File: src/rtl/piso_tx.sv
// Parallel-in/serial-out byte transmitter: a small word FIFO in front of an
// MSB-first shifter, valid/ready on both the parallel and the serial side.
module piso_tx #(
    parameter int W     = 8,
    parameter int DEPTH = 2
) (
    input  logic         clk,
    input  logic         rst,
    input  logic [W-1:0] data_parallel_i,
    input  logic         valid_parallel_i,
    output logic         ready_parallel_o,
    output logic         data_serial_o,
    output logic         valid_serial_o,
    input  logic         ready_serial_i,
    output logic         byte_done_o,
    output logic         busy_o
);

    localparam int CW = (W > 1) ? $clog2(W) : 1;
    localparam int AW = $clog2(DEPTH);

    typedef enum logic {
        S_IDLE,
        S_SHIFT
    } state_t;

    state_t         r_state;
    state_t         w_state_nxt;
    logic [W-1:0]   r_mem [DEPTH];
    logic [AW-1:0]  r_wr_ptr;
    logic [AW-1:0]  r_rd_ptr;
    logic [AW:0]    r_count;
    logic [AW:0]    w_count_nxt;
    logic [W-1:0]   r_shift;
    logic [CW-1:0]  r_bit_cnt;
    logic           r_ready;
    logic           r_done;
    logic           w_push;
    logic           w_pop;
    logic           w_xfer;
    logic           w_last;
    logic           w_fifo_ne;

    assign w_push    = valid_parallel_i && r_ready;
    assign w_fifo_ne = (r_count != '0);
    assign w_xfer    = (r_state == S_SHIFT) && ready_serial_i;
    assign w_last    = w_xfer && (r_bit_cnt == CW'(W - 1));

    // A finished word is replaced at the same edge when one is queued,
    // so back-to-back words leave no idle bit between them.
    always_comb begin
        w_state_nxt = r_state;
        w_pop       = 1'b0;
        unique case (r_state)
            S_IDLE: begin
                if (w_fifo_ne) begin
                    w_pop       = 1'b1;
                    w_state_nxt = S_SHIFT;
                end
            end
            S_SHIFT: begin
                if (w_last) begin
                    if (w_fifo_ne) begin
                        w_pop = 1'b1;
                    end else begin
                        w_state_nxt = S_IDLE;
                    end
                end
            end
            default: begin
                w_state_nxt = S_IDLE;
            end
        endcase
    end

    always_comb begin
        w_count_nxt = r_count + (AW + 1)'(w_push) - (AW + 1)'(w_pop);
    end

    always_ff @(posedge clk or posedge rst) begin
        if (rst) begin
            r_state <= S_IDLE;
        end else begin
            r_state <= w_state_nxt;
        end
    end

    always_ff @(posedge clk) begin
        if (w_push) begin
            r_mem[r_wr_ptr] <= data_parallel_i;
        end
    end

    always_ff @(posedge clk or posedge rst) begin
        if (rst) begin
            r_wr_ptr <= '0;
            r_rd_ptr <= '0;
            r_count  <= '0;
            r_ready  <= 1'b0;
        end else begin
            if (w_push) begin
                r_wr_ptr <= r_wr_ptr + AW'(1);
            end
            if (w_pop) begin
                r_rd_ptr <= r_rd_ptr + AW'(1);
            end
            r_count <= w_count_nxt;
            r_ready <= (w_count_nxt < (AW + 1)'(DEPTH));
        end
    end

    always_ff @(posedge clk or posedge rst) begin
        if (rst) begin
            r_shift   <= '0;
            r_bit_cnt <= '0;
            r_done    <= 1'b0;
        end else begin
            if (w_pop) begin
                r_shift   <= r_mem[r_rd_ptr];
                r_bit_cnt <= '0;
            end else if (w_xfer) begin
                r_shift   <= {r_shift[W-2:0], 1'b0};
                r_bit_cnt <= r_bit_cnt + CW'(1);
            end
            r_done <= w_last;
        end
    end

    assign ready_parallel_o = r_ready;
    assign data_serial_o    = r_shift[W-1];
    assign valid_serial_o   = (r_state == S_SHIFT);
    assign byte_done_o      = r_done;
    assign busy_o           = valid_serial_o || w_fifo_ne;

endmodule

File: config.mk
export PLATFORM = sky130hd
export DESIGN_NAME = piso_tx
export DESIGN_NICKNAME = d
export VERILOG_FILES = /design/src/rtl/piso_tx.sv
export SDC_FILE = /design/constraint.sdc
export NUM_CORES = 1
export LEC_CHECK = 0
export CAP_MARGIN = 10
export CELL_PAD_IN_SITES_DETAIL_PLACEMENT = 0
export CELL_PAD_IN_SITES_GLOBAL_PLACEMENT = 1
export CORE_AREA = 3 3 64 66
export CTS_CLUSTER_DIAMETER = 40
export CTS_CLUSTER_SIZE = 12
export DETAILED_ROUTE_END_ITERATION = 7
export DIE_AREA = 0 0 67 69
export GPL_ROUTABILITY_DRIVEN = 0
export PLACE_DENSITY_LB_ADDON = 0.1
export SYNTH_ARGS = -nofsm -noshare
export SYNTH_HDL_FRONTEND = slang
export SYNTH_SLANG_ARGS = --single-unit
File: constraint.sdc
create_clock -name clk -period 1.9 [get_ports clk]
set_input_delay 0.19 -clock clk [delete_from_list [all_inputs] [get_ports clk]]
set_output_delay 0.19 -clock clk [all_outputs]
set_load 0.01 [all_outputs]
==> key figures, run 1 <==
Global routing
  • Largest net degree at the start of global routing: 19
  • Vias in the first global route: 756
  • GRT Total Usage: 10.2%
  • Gr ovfl total: 0
  • Initial antenna violation count: 0
  • First-pass GRT wire length: 3.44 mm

Route
  • Via density: 4.52
  • DRT Wirelength: 2.00 mm
  • Via count: 741
  • DRC Markers: 0
  • ANT nets after route: 0
  • First-pass DRT Iterations: 3
  • DRT iter0 DRCs: 20
  • Post-DR wirelength/cell: 12.2 um

Worst setup path
  • Worst Path Class, Setup: reg -> reg
  • Cell count along the critical path: 8
  • Crit end category: register
  • CP Launch Point: r_bit_cnt[0]$_DFFE_PP0P_
  • Worst r2r path cells: 8
  • Critical Path Max Stage Delay: 400 ps
  • Crit path buffers/inverters: 0
  • Setup crit end: ready_parallel_o$_DFF_PP0_
  • FF-to-FF Start: r_bit_cnt[0]$_DFFE_PP0P_
  • WP data arrival: 1960 ps
  • Critical-path top delay cell: dfrtp_1
  • R2r endpoint: ready_parallel_o$_DFF_PP0_
  • Reg-to-reg setup timing slack: 120 ps
  • CP max FO: 2
  • Family with the most delay on the worst path: adder cells
  • Data required time of the worst path: 2090 ps
  • Critical Path Start Type: register
  • Crit-path cells: ha_2, ha_2, a21boi_4, nor2_4, xnor2_1, ha_2, xnor2_2, xor2_1
  • Cell mode on critical path: ha_2

Pwr
  • Combinational share of power: 24.3%
  • Power share of the clock group: 27.8%
  • Max VDD drop: 0.578 mV
  • Switching pwr: 0.634 mW
  • Internal power: 1.73 mW
  • Power per cell area: 1320 nW/um^2
  • Pleak: 0.746 nW
  • Switching Share: 26.8%
  • Sequential Power Share: 47.9%

Clocking
  • Worst-Skew Late Latency: 270 ps
  • Clk root buf: clkbuf_8
  • CTS tree: built
  • Post-cts hold buffer count: 0
  • Worst-path clk slew: 70 ps
  • CTS Buffer Depth: 2
  • Num CTS Buffers: 5
  • H-tree depth: 2
  • Clock Sinks: 34

Floorplanning
  • I/O pin count: 17
  • Die ar.: 4620 um^2
  • Starting Density: 38.9%
  • Die Height: 69 um
  • Area of the core: 3630 um^2
  • Die width: 67 um
  • Num rows: 22

Yosys
  • Largest family of logic cells by synthesized area: multiplexers
  • Synth Area in Simple Gates: 6.82%
  • Post-Synth XOR/XNOR Area: 4.34%
  • Synth warnings: 0
  • Cell Area, Synth: 1410 um^2
  • Post-Syn Instances: 90
  • Yosys top cell area share: 34.0%
  • Post-synthesis adder-cell area fraction: 2.66%
  • Number of synthesized flops with an enable pin: 16
  • Seq/Total Area, Yosys: 65.9%
  • Syn avg cell area: 15.7 um^2
  • Mapped Nets: 105
  • Cell taking the most area after synthesis: edfxtp_1
  • Area contributors post-synth: edfxtp_1 34%, dfrtp_1 32%, mux2i_1 16%
  • Mux contribution to synthesized area: 16.3%
  • Async SR Flop Fraction: 52.9%
  • Unique masters post-synth: 20
  • FF+latch count, synth: 34
  • Main synth FF type: dfrtp_1
  • Compound-gate portion of the synthesized area: 2.04%
  • Post-synth top cells: 23 x mux2i_1, 18 x dfrtp_1, 16 x edfxtp_1
  • Top-count cell post-synth: mux2i_1

Cells and area
  • Design area: 1790 um^2
  • Share of cells above drive strength 1: 17.2%
  • Layout area overhead: 26.7%
  • Fillers: 333
  • Ant. Diodes: 0
  • Nets: 130

Run
  • Max-cap violation count: 0

STA
  • Final period utilization: 93.5%
  • Minimum clock period: 1780 ps
  • Slew @ Worst Pin: 482 ps
  • Final setup viols: 0
  • Final Hold Vio Count: 0
  • Setup TNS Final: 0 ps
  • Pins Over Slew Limit: 0
  • Slew HR: 67.8%
  • Clock Skews: 9.17 ps
  • F_max: 563 MHz

Place
  • DP Area: 1660 um^2
  • Hpwl dp: 1.39 mm
  • # port buffers: 16

Outcome
  • Status: finished clean

Min path
  • Worst Hold Class: in -> async
-- cell families after synthesis --
group / count (synthesis)
simple gates: 16
flops: 34
mux: 23
fa+ha+maj: 3
buf+inv: 4
xor+xnor: 7
compound gates: 3
-- cells in the final DEF (no fill, tap or decap), drive strengths merged --
cell           synthesis  routed
mux2i                 23      23
bufinv                 0       1
nor2                   4       4
ha                     3       3
nor3b                  1       1
edfxtp                16      16
xor2                   3       3
xnor2                  4       4
nand2b                 1       1
buf                    2       5
or3                    1       1
inv                    1       1
nand3                  2       2
dfrtp                 18      18
clkdlybuf4s50          0      16
a21boi                 1       1
a21oi                  2       2
clkbuf                 1       7
nand2                  5       5
and3                   2       2
-- worst min-delay path, cell delays in order --
cell and delay, ps:
clkdlybuf4s50_1 400, inv_1 50, buf_4 250
-- flip-flops by register name, summed over array words and instances (netlist names) --
register,cells
r_shift,8
r_wr_ptr,1
r_count,2
r_bit_cnt,3
r_rd_ptr,1
ready_parallel_o,1
valid_serial_o,1
r_mem,16
byte_done_o,1
-- power groups by stage --
stage	Clock (mW)	Combinational, mW	Sequential [mW]
finish	0.657	0.573	1.13
global route	0.716	0.651	1.16
CTS	0.684	0.579	1.13
detailed placement	0	0.574	1.15
global placement	0	0.558	1.15
floorplan	0	0.448	1.09
-- layer usage --
layer,wire length [um],up-vias,global-route usage [%]
li1,-,368,-
met1,913,354,13.3
met3,108,4,3.91
met4,34,0,5.41
met5,0,-,0
met2,941,15,14.5
-- worst min-delay path by stage --
stage / startpoint / endpoint / slack (ps) / cells after the start
2_1_floorplan: rst / byte_done_o$_DFF_PP0_ / 130 / 1
3_3_place_gp: r_wr_ptr$_DFFE_PP0P_ / r_wr_ptr$_DFFE_PP0P_ / 480 / 1
3_5_place_dp: r_wr_ptr$_DFFE_PP0P_ / r_wr_ptr$_DFFE_PP0P_ / 490 / 1
4_1_cts: rst / byte_done_o$_DFF_PP0_ / 240 / 3
5_1_grt: rst / byte_done_o$_DFF_PP0_ / 270 / 3
6_report: rst / byte_done_o$_DFF_PP0_ / 240 / 3
-- metrics by stage --
| step | hold slack, ps | instances | worst slack (ps) | utilization [%] | total power, mW |
|---|---|---|---|---|---|
| 2_1_floorplan | 129 | 90 | 0.957 | - | 1.54 |
| 3_3_place_gp | 477 | 155 | 126 | 45.7 | 1.71 |
| 3_5_place_dp | 489 | 155 | 87.8 | 45.7 | 1.72 |
| 4_1_cts | 241 | 163 | 43.1 | 48.9 | 2.40 |
| 5_1_grt | 268 | 164 | -2.88 | 49.3 | 2.52 |
| 6_report | 235 | 164 | 123 | 49.3 | 2.36 |
-- area by class of cell --
| cell class | count | area (um^2) | area share, % |
|---|---|---|---|
| Sequential cell | 34 | 931 | 52.0 |
| Clock inverter | 1 | 30.0 | 1.68 |
| Timing Repair Buffer | 21 | 210 | 11.7 |
| Clock buffer | 7 | 86.3 | 4.82 |
| Tap cell | 48 | 60.1 | 3.35 |
| Multi-Input combinational cell | 52 | 469 | 26.2 |
| Inverter | 1 | 3.75 | 0.210 |
-- repair_timing --
item                                    in CTS  in global routing
endpoints found under the setup margin       0                  2
resized for setup                            0                  3
buffers inserted                             0                  1
No activity file was read; power rests on OpenSTA's default activity.
==> inputs of run 2 (changes only) <==
--- a/config.mk
+++ b/config.mk
@@ -8,11 +8,12 @@
 export CAP_MARGIN = 10
 export CELL_PAD_IN_SITES_DETAIL_PLACEMENT = 0
 export CELL_PAD_IN_SITES_GLOBAL_PLACEMENT = 1
-export CORE_AREA = 3 3 64 66
+export CORE_AREA = 3 3 60 62
 export CTS_CLUSTER_DIAMETER = 40
 export CTS_CLUSTER_SIZE = 12
 export DETAILED_ROUTE_END_ITERATION = 7
-export DIE_AREA = 0 0 67 69
+export DIE_AREA = 0 0 63 65
+export DONT_BUFFER_PORTS = 1
 export GPL_ROUTABILITY_DRIVEN = 0
 export PLACE_DENSITY_LB_ADDON = 0.1
 export SYNTH_ARGS = -nofsm -noshare
==> constraint.sdc (replaced) <==
create_clock -name clk -period 1.5 [get_ports clk]
set_input_delay 0.15 -clock clk [delete_from_list [all_inputs] [get_ports clk]]
set_output_delay 0.15 -clock clk [all_outputs]
set_load 0.01 [all_outputs]
==> key figures, run 2 (same netlist as run 1, synthesis figures left out) <==
Outcome
  • Status: complete, but fails checks
  • Violated checks: negative setup slack

Pwr
  • Pleak: 0.729 nW (-2.3%)
  • Max VDD drop: 0.659 mV (+14%)
  • Power per cell area: 1650 nW/um^2 (+25%)

Cells and area
  • Most common cell after layout, fill and taps aside: mux2i_1
  • Non-Filler Instances: 156 (-4.9%)
  • Most frequent cells in the layout: 23 x mux2i_1, 18 x dfrtp_1, 16 x edfxtp_1, 10 x dlygate4sd3_1, 6 x buf_4
  • Reg with most FFs: r_mem
  • Fillers: 264 (-21%)
  • Biggest regs: r_mem (16), r_shift (8), r_bit_cnt (3)
  • Share of cells above drive strength 1: 21.4% (+4.2 points)
  • Layout area overhead: 23.2%
  • Nets: 126 (-3.1%)
  • Max reg flops: 16 (unchanged)
  • Ant. Diodes: 0 (unchanged)

Place
  • Hpwl dp: 1.48 mm (+6.6%)
  • # port buffers: 0 (-16)
  • Placed insts: 137 (-12%)

Worst setup path
  • Crit path buffers/inverters: 0 (unchanged)
  • WP data arrival: 1960 ps (about the same)
  • CP Launch Point: r_bit_cnt[1]$_DFFE_PP0P_
  • Cell mode on critical path: ha_4
  • Crit-path cells: ha_2, ha_4, a21boi_4, nor2_4, xnor2_2, ha_4, xnor2_4, xor2_1
  • FF-to-FF Start: r_bit_cnt[1]$_DFFE_PP0P_
  • Crit end category: register
  • Critical-path top delay cell: dfrtp_1
  • CP max FO: 2 (unchanged)
  • Critical Path Max Stage Delay: 400 ps (about the same)
  • Family with the most delay on the worst path: adder cells
  • Data required time of the worst path: 1750 ps (-340 ps)
  • Worst Path Class, Setup: reg -> reg
  • Critical Path Start Type: register

STA
  • Pins Over Slew Limit: 0 (unchanged)
  • Final setup viols: 2 (+2)
  • Slew @ Worst Pin: 699 ps (+217 ps)
  • Final Hold Vio Count: 0 (unchanged)
  • RSZ-0062 raised after global routing: true
  • Minimum clock period: 1710 ps (-68.8 ps)
  • F_max: 586 MHz (+4.0%)
  • Slew HR: 53.4% (-14 points)
  • Worst hold slack: 124 ps (-111 ps)
  • Clock Skews: 9.02 ps (-0.145 ps)
  • Final period utilization: 114% (+20 points)
  • Worst setup margin: -208 ps (-331 ps)

Floorplanning
  • Die ar.: 4100 um^2 (-11%)
  • Num rows: 20 (-9.1%)
  • I/O pin count: 17 (unchanged)
  • Starting Density: 45.9% (+7.0 points)
  • Die width: 63 um (-6.0%)
  • Area of the core: 3080 um^2 (-15%)
  • Die Height: 65 um (-5.8%)

Clocking
  • Clock Sinks: 34 (unchanged)
  • Num CTS Buffers: 5 (unchanged)
  • CTS Buffer Depth: 2 (unchanged)
  • Clk root buf: clkbuf_4
  • H-tree depth: 2 (unchanged)
  • Worst-Skew Late Latency: 320 ps (+50 ps)
  • CTS tree: built
  • Worst-path clk slew: 100 ps (+30 ps)

Route
  • DRT iter0 DRCs: 27 (+35%)
  • First-pass DRT Iterations: 4 (+1)
  • Via count: 748 (+0.94%)
  • DRT Wirelength: 2.17 mm (+8.5%)
  • Highest metal used: met4
  • Met2 Routed Length: 1.11 mm (+18%)
  • Via density: 4.79 (+6.1%)
  • ANT nets after route: 0 (unchanged)
  • Met3 WL: 94 um (-13%)
  • DRC Markers: 0 (unchanged)
  • Post-DR wirelength/cell: 13.9 um (+14%)
  • WL met1: 931 um (+2.0%)

Run
  • Max-cap violation count: 0 (unchanged)

Min path
  • Worst Hold Class: in -> reg
  • Hold_sp: valid_parallel_i

Global routing
  • Vias in the first global route: 841 (+11%)
  • Initial antenna violation count: 0 (unchanged)
  • Gr ovfl total: 0 (unchanged)
  • First-pass GRT wire length: 3.81 mm (+11%)
  • GRT Total Usage: 12.9% (+2.7 points)
  • Largest net degree at the start of global routing: 19 (unchanged)
-- run 2: worst paths after layout --
kind	endpoint	slack (ps)	cells after the start
setup / recovery	ready_parallel_o$_DFF_PP0_	-210	8
hold / removal	r_wr_ptr$_DFFE_PP0P_	120	2
setup reg to reg	ready_parallel_o$_DFF_PP0_	-210	8
hold reg to reg	r_wr_ptr$_DFFE_PP0P_	530	1
max in group asynchronous	r_shift[4]$_DFFE_PP0P_	670	2
min in group asynchronous	r_count[1]$_DFF_PP0_	370	2
-- run 2: cell type report --
cell class | count | area [um^2] | share of cell area, %
well taps | 44 | 55.1 | 3.16
clock buffers | 5 | 37.5 | 2.16
clock inverters | 3 | 40.0 | 2.30
inverters | 1 | 3.75 | 0.216
flip-flops and latches | 34 | 931 | 53.5
multi-input cells | 52 | 508 | 29.2
repair buffers | 17 | 165 | 9.49
-- run 2: power by group --
part / internal [mW] / switching, mW
combinational: 0.438 / 0.324
clock: 0.345 / 0.293
sequential: 1.24 / 0.240
total: 2.02 / 0.856
-- run 2: per-stage QoR --
step	power [mW]	setup slack, ps	TNS, ps	utilization, %	cell area (um^2)
final	2.88	-208	-387	56.5	1740
after global routing	3.11	-294	-606	56.5	1740
after CTS	2.84	-220	-431	55.4	1700
after detailed placement	2.17	-205	-389	49.6	1530
after global placement	2.13	-171	-342	49.6	1530
after floorplan	1.98	-309	-746	-	1440
-- run 2: what timing repair did --
action | CTS | global route
buffers inserted | 0 | 2
hold buffers | 10 | 0
setup endpoints to repair | 3 | 5
pin swaps | 1 | 1
hold endpoints to repair | 37 | 0
gates resized for setup | 0 | 3
-- run 2: worst reg2reg max path, stage by stage, from the launching register on --
cell and delay [ps]:
dfrtp_1 400, ha_2 200, ha_4 160, a21boi_4 160, nor2_4 70, xnor2_2 150
ha_4 190, xnor2_4 150, xor2_1 170
-- run 2: routing by layer --
layer	GRT usage, %	up-vias
met5	0	-
met4	6.61	0
met3	4.85	4
met2	21.1	17
met1	14.6	362
li1	-	365
